**src/rtl/mul4_pkg.sv**
```systemverilog
// mul4_pkg -- shared definitions for the sequential shift-and-add multiplier.
//
// Contents:
//   MUL4_W_DEF    default operand width in bits
//   mul4_state_t  controller state encoding (IDLE, CALC, DONE)
//   mul4_cnt_w()  width of the iteration counter for a given operand width
package mul4_pkg;

  localparam int MUL4_W_DEF = 4;

  typedef enum logic [1:0] {
    IDLE = 2'd0,
    CALC = 2'd1,
    DONE = 2'd2
  } mul4_state_t;

  // The counter only has to hold 0..W-1; it is allowed to wrap on the
  // final CALC edge because it is cleared again on every accept.
  function automatic int mul4_cnt_w(input int w);
    return (w > 1) ? $clog2(w) : 1;
  endfunction

endpackage

```
**src/rtl/add_stage.sv**
```systemverilog
// add_stage -- W-bit unsigned adder with carry-out.
//
// Ports:
//   x, y  [W-1:0]  addends
//   sum   [W-1:0]  low W bits of x + y
//   cout           carry out of bit W-1
module add_stage #(
  parameter int W = 4
) (
  input  logic [W-1:0] x,
  input  logic [W-1:0] y,
  output logic [W-1:0] sum,
  output logic         cout
);

  always_comb begin
    {cout, sum} = {1'b0, x} + {1'b0, y};
  end

endmodule

```
**src/rtl/mul_4b_seq.sv**
```systemverilog
// mul_4b_seq -- sequential unsigned multiplier (shift-and-add, one bit per cycle).
//
// Ports:
//   clk        clock, all state changes on its rising edge
//   rst        synchronous active-high reset
//   in_valid   operand pair a/b present
//   in_ready   block can accept operands (high only in IDLE)
//   a [W-1:0]  multiplicand, unsigned
//   b [W-1:0]  multiplier, unsigned
//   out_valid  product p valid (high only in DONE)
//   out_ready  consumer takes p
//   p [2W-1:0] unsigned product a*b
//
// Build option:
//   MUL4_ZERO_SKIP_EN  when defined, an operation with a==0 or b==0 goes
//                      straight from IDLE to DONE with p=0.
//
// State table:
//   state | meaning
//   IDLE  | waiting for operands, in_ready=1
//   CALC  | one shift-and-add step per edge, W edges in total
//   DONE  | product on p, out_valid=1, held until out_ready
module mul_4b_seq
  import mul4_pkg::*;
#(
  parameter int W = MUL4_W_DEF
) (
  input  logic           clk,
  input  logic           rst,
  input  logic           in_valid,
  output logic           in_ready,
  input  logic [W-1:0]   a,
  input  logic [W-1:0]   b,
  output logic           out_valid,
  input  logic           out_ready,
  output logic [2*W-1:0] p
);

  localparam int CW = mul4_cnt_w(W);

  mul4_state_t state, state_nx;

  logic [W-1:0]  mcand;
  logic [W-1:0]  acc;
  logic [W-1:0]  mplr;
  logic [CW-1:0] cnt;

  logic [W-1:0]  addend;
  logic [W-1:0]  sum;
  logic          cout;
  logic          last_iter;
  logic          zero_op;

`ifdef MUL4_ZERO_SKIP_EN
  assign zero_op = (a == '0) || (b == '0);
`else
  assign zero_op = 1'b0;
`endif

  assign last_iter = (cnt == CW'(W - 1));
  assign addend    = mplr[0] ? mcand : '0;

  add_stage #(.W(W)) u_add (
    .x    (acc),
    .y    (addend),
    .sum  (sum),
    .cout (cout)
  );

  always_ff @(posedge clk) begin
    if (rst) begin
      state <= IDLE;
    end else begin
      state <= state_nx;
    end
  end

  always_comb begin
    state_nx = state;
    case (state)
      IDLE:    if (in_valid) state_nx = zero_op ? DONE : CALC;
      CALC:    if (last_iter) state_nx = DONE;
      DONE:    if (out_ready) state_nx = IDLE;
      default: state_nx = IDLE;
    endcase
  end

  // The multiplier register doubles as the low half of the product: each
  // CALC edge shifts one multiplier bit out and one product bit in, so after
  // W edges {acc, mplr} is the full product and no separate output copy is
  // needed.
  always_ff @(posedge clk) begin
    if (rst) begin
      mcand <= '0;
      acc   <= '0;
      mplr  <= '0;
      cnt   <= '0;
    end else begin
      case (state)
        IDLE: begin
          if (in_valid) begin
            mcand <= a;
            acc   <= '0;
            mplr  <= zero_op ? '0 : b;
            cnt   <= '0;
          end
        end
        CALC: begin
          acc  <= {cout, sum[W-1:1]};
          mplr <= {sum[0], mplr[W-1:1]};
          cnt  <= cnt + CW'(1);
        end
        default: begin
        end
      endcase
    end
  end

  assign in_ready  = (state == IDLE);
  assign out_valid = (state == DONE);
  assign p         = {acc, mplr};

endmodule

```
**config.mk**
```make
export PLATFORM = sky130hd
export DESIGN_NAME = mul_4b_seq
export DESIGN_NICKNAME = d
export VERILOG_FILES = /design/src/rtl/mul4_pkg.sv /design/src/rtl/add_stage.sv /design/src/rtl/mul_4b_seq.sv
export SDC_FILE = /design/constraint.sdc
export NUM_CORES = 1
export LEC_CHECK = 0
export CORE_MARGIN = 3
export CORE_UTILIZATION = 50
export DETAILED_ROUTE_END_ITERATION = 8
export PLACE_DENSITY_LB_ADDON = 0.08
export SLEW_MARGIN = 10
export SYNTH_ARGS = -nofsm -noshare
export SYNTH_HDL_FRONTEND = slang
export SYNTH_SLANG_ARGS = --single-unit
```
**constraint.sdc**
```tcl
create_clock -name clk -period 2.5 [get_ports clk]
set_clock_uncertainty 0.05 [all_clocks]
set_input_delay 0.5 -clock clk [delete_from_list [all_inputs] [get_ports clk]]
set_output_delay 0.5 -clock clk [all_outputs]
set_load 0.01 [all_outputs]
```
# Word-level counts from Yosys, hierarchy flattened
# Index checks and enable logic that the tools add are counted.
[word_totals]
regBits = 16
in_bits = 12
output_inout_bits = 10
word_cells = 29
[op_classes]
addsub = 2
n_eq_ne = 6
n_mux = 11
n_reduce_logical = 5
[op_table]
columns = ["op", "n"]
rows = [
  ["4-bit one-hot mux with 2 select lines", 2],
  ["4-bit 2-to-1 mux", 3],
  ["2-bit 2-to-1 mux", 4],
  ["2-bit one-hot mux with 3 select lines", 1],
  ["4-bit by 4-bit adder with 5-bit output", 1],
  ["2-bit equality test (second input constant)", 2],
  ["2-bit inequality test (second input constant)", 2],
  ["2-bit one-hot mux with 2 select lines", 1],
  ["2-bit AND reduction", 2],
  ["3-bit AND reduction", 1],
  ["2-bit by 1-bit adder with 2-bit output (second input constant)", 1],
  ["2-bit by 1-bit equality test with 1-bit output (second input constant)", 1],
  ["2-bit logical NOT", 1],
  ["2-bit by 1-bit inequality test with 1-bit output (second input constant)", 1],
  ["2-bit nonzero test", 1],
]

# Depth between registers and ports, before layout
[logic_depth]
depth_word = 3
ltp_mapped = 7

# By module
# Synthesis repeated with hierarchy kept, for this count alone.
[unflattened]
hier_cells = 85
area_unflattened_um2 = 823.3
[modules_own_cells]
columns = ["module", "n_inst", "cells_each", "area_each_um2", "seq_area_each_um2"]
rows = [
  ["mul_4b_seq", 1, 69, 686.9, 320.3],
  ["add_stage", 1, 16, 136.4, 0.0],
]

# Least setup slack after synthesis
# Ideal clock, no wire load.
[synth_path]
path_type = "register to register"
from = "register mplr[0]"
to = "register acc[1]"
t_arrival_ns = 1.428
required_ns = 2.321
setup_slack_ns = 0.893
stages_incl_launch_ff = 8
n_path_buf = 0
cell_sequence = "dfxtp_1 -> and2_1 -> ha_1 -> inv_1 -> fa_1 -> xnor2_1 -> a22oi_1 -> nor2_1"
[synth_between]
elab_chain_cells = 3
[synth_lines]
columns = ["item", "line", "rtl"]
rows = [
  ["start: declaration", "mul_4b_seq.sv:45", "logic [W-1:0] mplr;"],
  ["start signal: assignment", "mul_4b_seq.sv:104", "mplr <= zero_op ? '0 : b;"],
  ["start signal: assignment", "mul_4b_seq.sv:110", "mplr <= {sum[0], mplr[W-1:1]};"],
  ["4-bit 2-to-1 mux", "mul_4b_seq.sv:61", "assign addend = mplr[0] ? mcand : '0;"],
  ["4-bit by 4-bit adder with 5-bit output", "add_stage.sv:17", "{cout, sum} = {1'b0, x} + {1'b0, y};"],
  ["4-bit one-hot mux with 2 select lines", "mul_4b_seq.sv:99", "case (state)"],
  ["end signal: assignment", "mul_4b_seq.sv:109", "acc <= {cout, sum[W-1:1]};"],
  ["end: declaration", "mul_4b_seq.sv:44", "logic [W-1:0] acc;"],
]
# Every way passes these cells.
# A chain may end at the register's enable or synchronous reset.

# Final worst setup path
[layout_path]
from = "register state[0]"
to = "output port in_ready"
[layout_between]
elab_chain_cells = 1
[layout_lines]
columns = ["item", "line", "rtl"]
rows = [
  ["start: declaration", "mul_4b_seq.sv:41", "mul4_state_t state, state_nx;"],
  ["start signal: assignment", "mul_4b_seq.sv:74", "state <= state_nx;"],
  ["2-bit logical NOT", "mul_4b_seq.sv:119", "assign in_ready = (state == IDLE);"],
  ["end: declaration", "mul_4b_seq.sv:31", "output logic in_ready,"],
]
# Every way passes these cells.

==> metrics.txt <==
run status=finished, final reports clean; maximum clock path buffer count=2; RSZ-0062 raised after global routing=no; Synth Area in Compound Gates=16.3%; Synth-to-Final Area Change=28.7%; Crit Path Category=reg2out; I/O Buffers=21; library cells used by synthesis=31; ranking of synthesized cells by area=dfxtp_1 (39%), ha_1 (7.6%), nand2_1 (6.8%); Switching Share=25.2%; global-route wire length before repair=2860 microns; hold_buf cts=0; TritonCTS Sinks=16; Worst setup EP type=output port; Max-Cap Viols=0; combinational power share=16.6%; post-DR vias/cell=5.37; fin. max-slew vios=0; I/O pin count=22; Util after Layout=69.9%; sequential cell area=320 sq um; Post-Layout Cell Count=134; share of the synthesized area in the top cell type=38.7%; area of the multi-input gates=455 sq um; fmax=489 MHz; worst min path class=reg2reg; Worst-Margin Slew=0.392 ns; ant diodes=0; Seq/Total Area, Yosys=38.7%; Fill cells=134; largest family of logic cells by synthesized area=simple AND/OR/NAND/NOR gates; leakage=0.425 nW; xor-xnor portion of the synthesized cell area=1.06%; EDFF count, synth=0; Synthesis Warnings=0; largest net degree at the start of global routing=12; adder and majority gate portion of the synthesized area=9.98%; ys flop type=dfxtp_1; initial core utilization=54.3%; mux cell area share after synthesis=1.21%; total grt overflow=0; CP Data Required Time=1.95 ns; Final GP Congestion=0.820; register share of total power=51.7%; # H-tree levels=1; startpoint types=register; critical path, cell by cell=nor2_1, clkdlybuf4s50_1; Worst-Skew Late Latency=0.28 ns; drt initial violations=8; DRT Wirelength=1680 microns; Post-synth ARST share=0%; CTS Buf Count=3; Synth Register Bits=16; Arr. time, crit path=1.49 ns; total power=0.541 mW; Final #Nets=137; post-route antenna net violation count=0; row count=14; gr usage total=17.9%; vias in the first global route=676; clock share of power=31.7%; CTS tree=yes; worst-path maximum fanout=7; Post-Syn Area per Cell=8.44 sq um; delay of the slowest cell on the worst path=0.59 ns; CTS resizes=0; number of post-CTS setup repair buffers=0; share of cells above drive strength 1=6.78%; Post-Synth Simple-Gate Area=26.5%; DIE AREA=2180 sq um; clk slew on worst S/H paths=0.09 ns; dpl cells=130; via count=720; Setup Viol. Count Final=0; root buf cell=clkbuf_4; drt drc=0; slowest cell on the critical path=clkdlybuf4s50_1; Syn Nets=116; min cycle time layout=2.04 ns; Fin Setup TNS=0 ns; PD cells=508 nW/um^2; switching pwr=0.136 mW; top cell type by total area after synthesis=dfxtp_1; Worst VDD drop=0.415 mV; final hold viol count=0; Die Wd=46.7 microns; Int Power=0.404 mW; initial antenna violation count=0; Gate Count Post-Synth=98; first drt pass iteration count=4; relative slew slack=73.8%; CORE AREA=1520 sq um; wire length per cell=12.5 microns; post-DP HPWL=1330 microns; Post-Syn Area=827 sq um; die height=46.7 microns; Tcrit/Tclk final=81.8%
[worst max-delay path: cells and delay by family (launching register included)]
| kind | cells | cell delay (ns) |
|---|---|---|
| and+or+nand+nor | 1 | 0.25 |
| buffers and inverters | 1 | 0.59 |
| DFF | 1 | 0.38 |
[cell usage in the layout, fill, tap and decap left out, types with 2 or more instances in the layout]
cell type        Yosys  final
nand2b_1             2      2
clkbuf_4             0      3
and2_1               3      3
a21oi_1              8      8
nor2_1               8      8
a311oi_1             4      4
inv_1                4      4
nand3_1              8      8
clkdlybuf4s50_1      0     21
dfxtp_1             16     16
nand2_1             15     15
nor2b_1              3      3
a22oi_1              2      2
ha_1                 5      5
[state kept, by name, summed over array words and instances (netlist names)]
register	count
cnt	2
mcand	4
state	2
mplr	4
acc	4
[layout make-up]
class | count | area share, %
multi-input combinational | 72 | 42.8
sequential | 16 | 30.1
timing repair buffer | 22 | 20.4
clock buffer | 4 | 3.41
tap | 16 | 1.88
inverter | 4 | 1.41
[cell usage after synthesis, types with 2 or more instances]
cell type,count
a22oi_1,2
nor2_1,8
a21oi_1,8
nand3_1,8
inv_1,4
and2_1,3
ha_1,5
nand2b_1,2
nor2b_1,3
buf_2,2
a311oi_1,4
dfxtp_1,16
nand2_1,15
[power groups by stage]
| stage | Clock, mW | Combinational (mW) | Sequential, mW |
|---|---|---|---|
| 6_report | 0.172 | 0.0897 | 0.280 |
| 3_5_place_dp | 0 | 0.0902 | 0.285 |
| 3_3_place_gp | 0 | 0.0891 | 0.285 |
| 5_1_grt | 0.187 | 0.0991 | 0.281 |
| 4_1_cts | 0.172 | 0.0905 | 0.279 |
| 2_1_floorplan | 0 | 0.0502 | 0.286 |
[path summary, 6_finish.rpt]
kind	startpoint	end	slack (ns)	cells after the start
max	state[0]$_SDFFE_PP0P_	in_ready	0.46	2
min	mcand[0]$_SDFFE_PP0P_	mcand[0]$_SDFFE_PP0P_	0.41	2
max reg2reg	mplr[0]$_SDFFE_PP0P_	acc[3]$_SDFFE_PP0P_	0.84	7
min reg2reg	mcand[0]$_SDFFE_PP0P_	mcand[0]$_SDFFE_PP0P_	0.41	2
[cells by family (layout without fill, tap and decap cells)]
family                     Yosys count  after routing
DFF                                 16             16
adders and majority gates            6              6
xor gates and xnor gates             1              1
muxes                                1              1
and+or+nand+nor                     45             45
AOI/OAI and AO/OA                   19             19
buffers and inverters               10             30
[routing by layer]
| metal | GRT usage [%] | up-vias | wire (microns) | part of all wire, % |
|---|---|---|---|---|
| met5 | 0 | - | 0 | 0 |
| met4 | 4.97 | 0 | 24 | 1.4 |
| met3 | 3.52 | 4 | 53 | 3.2 |
| met2 | 28.8 | 12 | 768 | 46 |
| met1 | 24.2 | 323 | 830 | 49 |
| li1 | - | 381 | - | - |
[stage by stage]
stage	setup slack, ns	instance area (sq um)	hold slack [ns]
floorplan	0.893	827	0.382
global placement	0.611	1030	0.399
detailed placement	0.574	1030	0.399
CTS	0.444	1060	0.413
global route	0.329	1060	0.424
finish	0.455	1060	0.409
(Power assumes the default switching activity.)
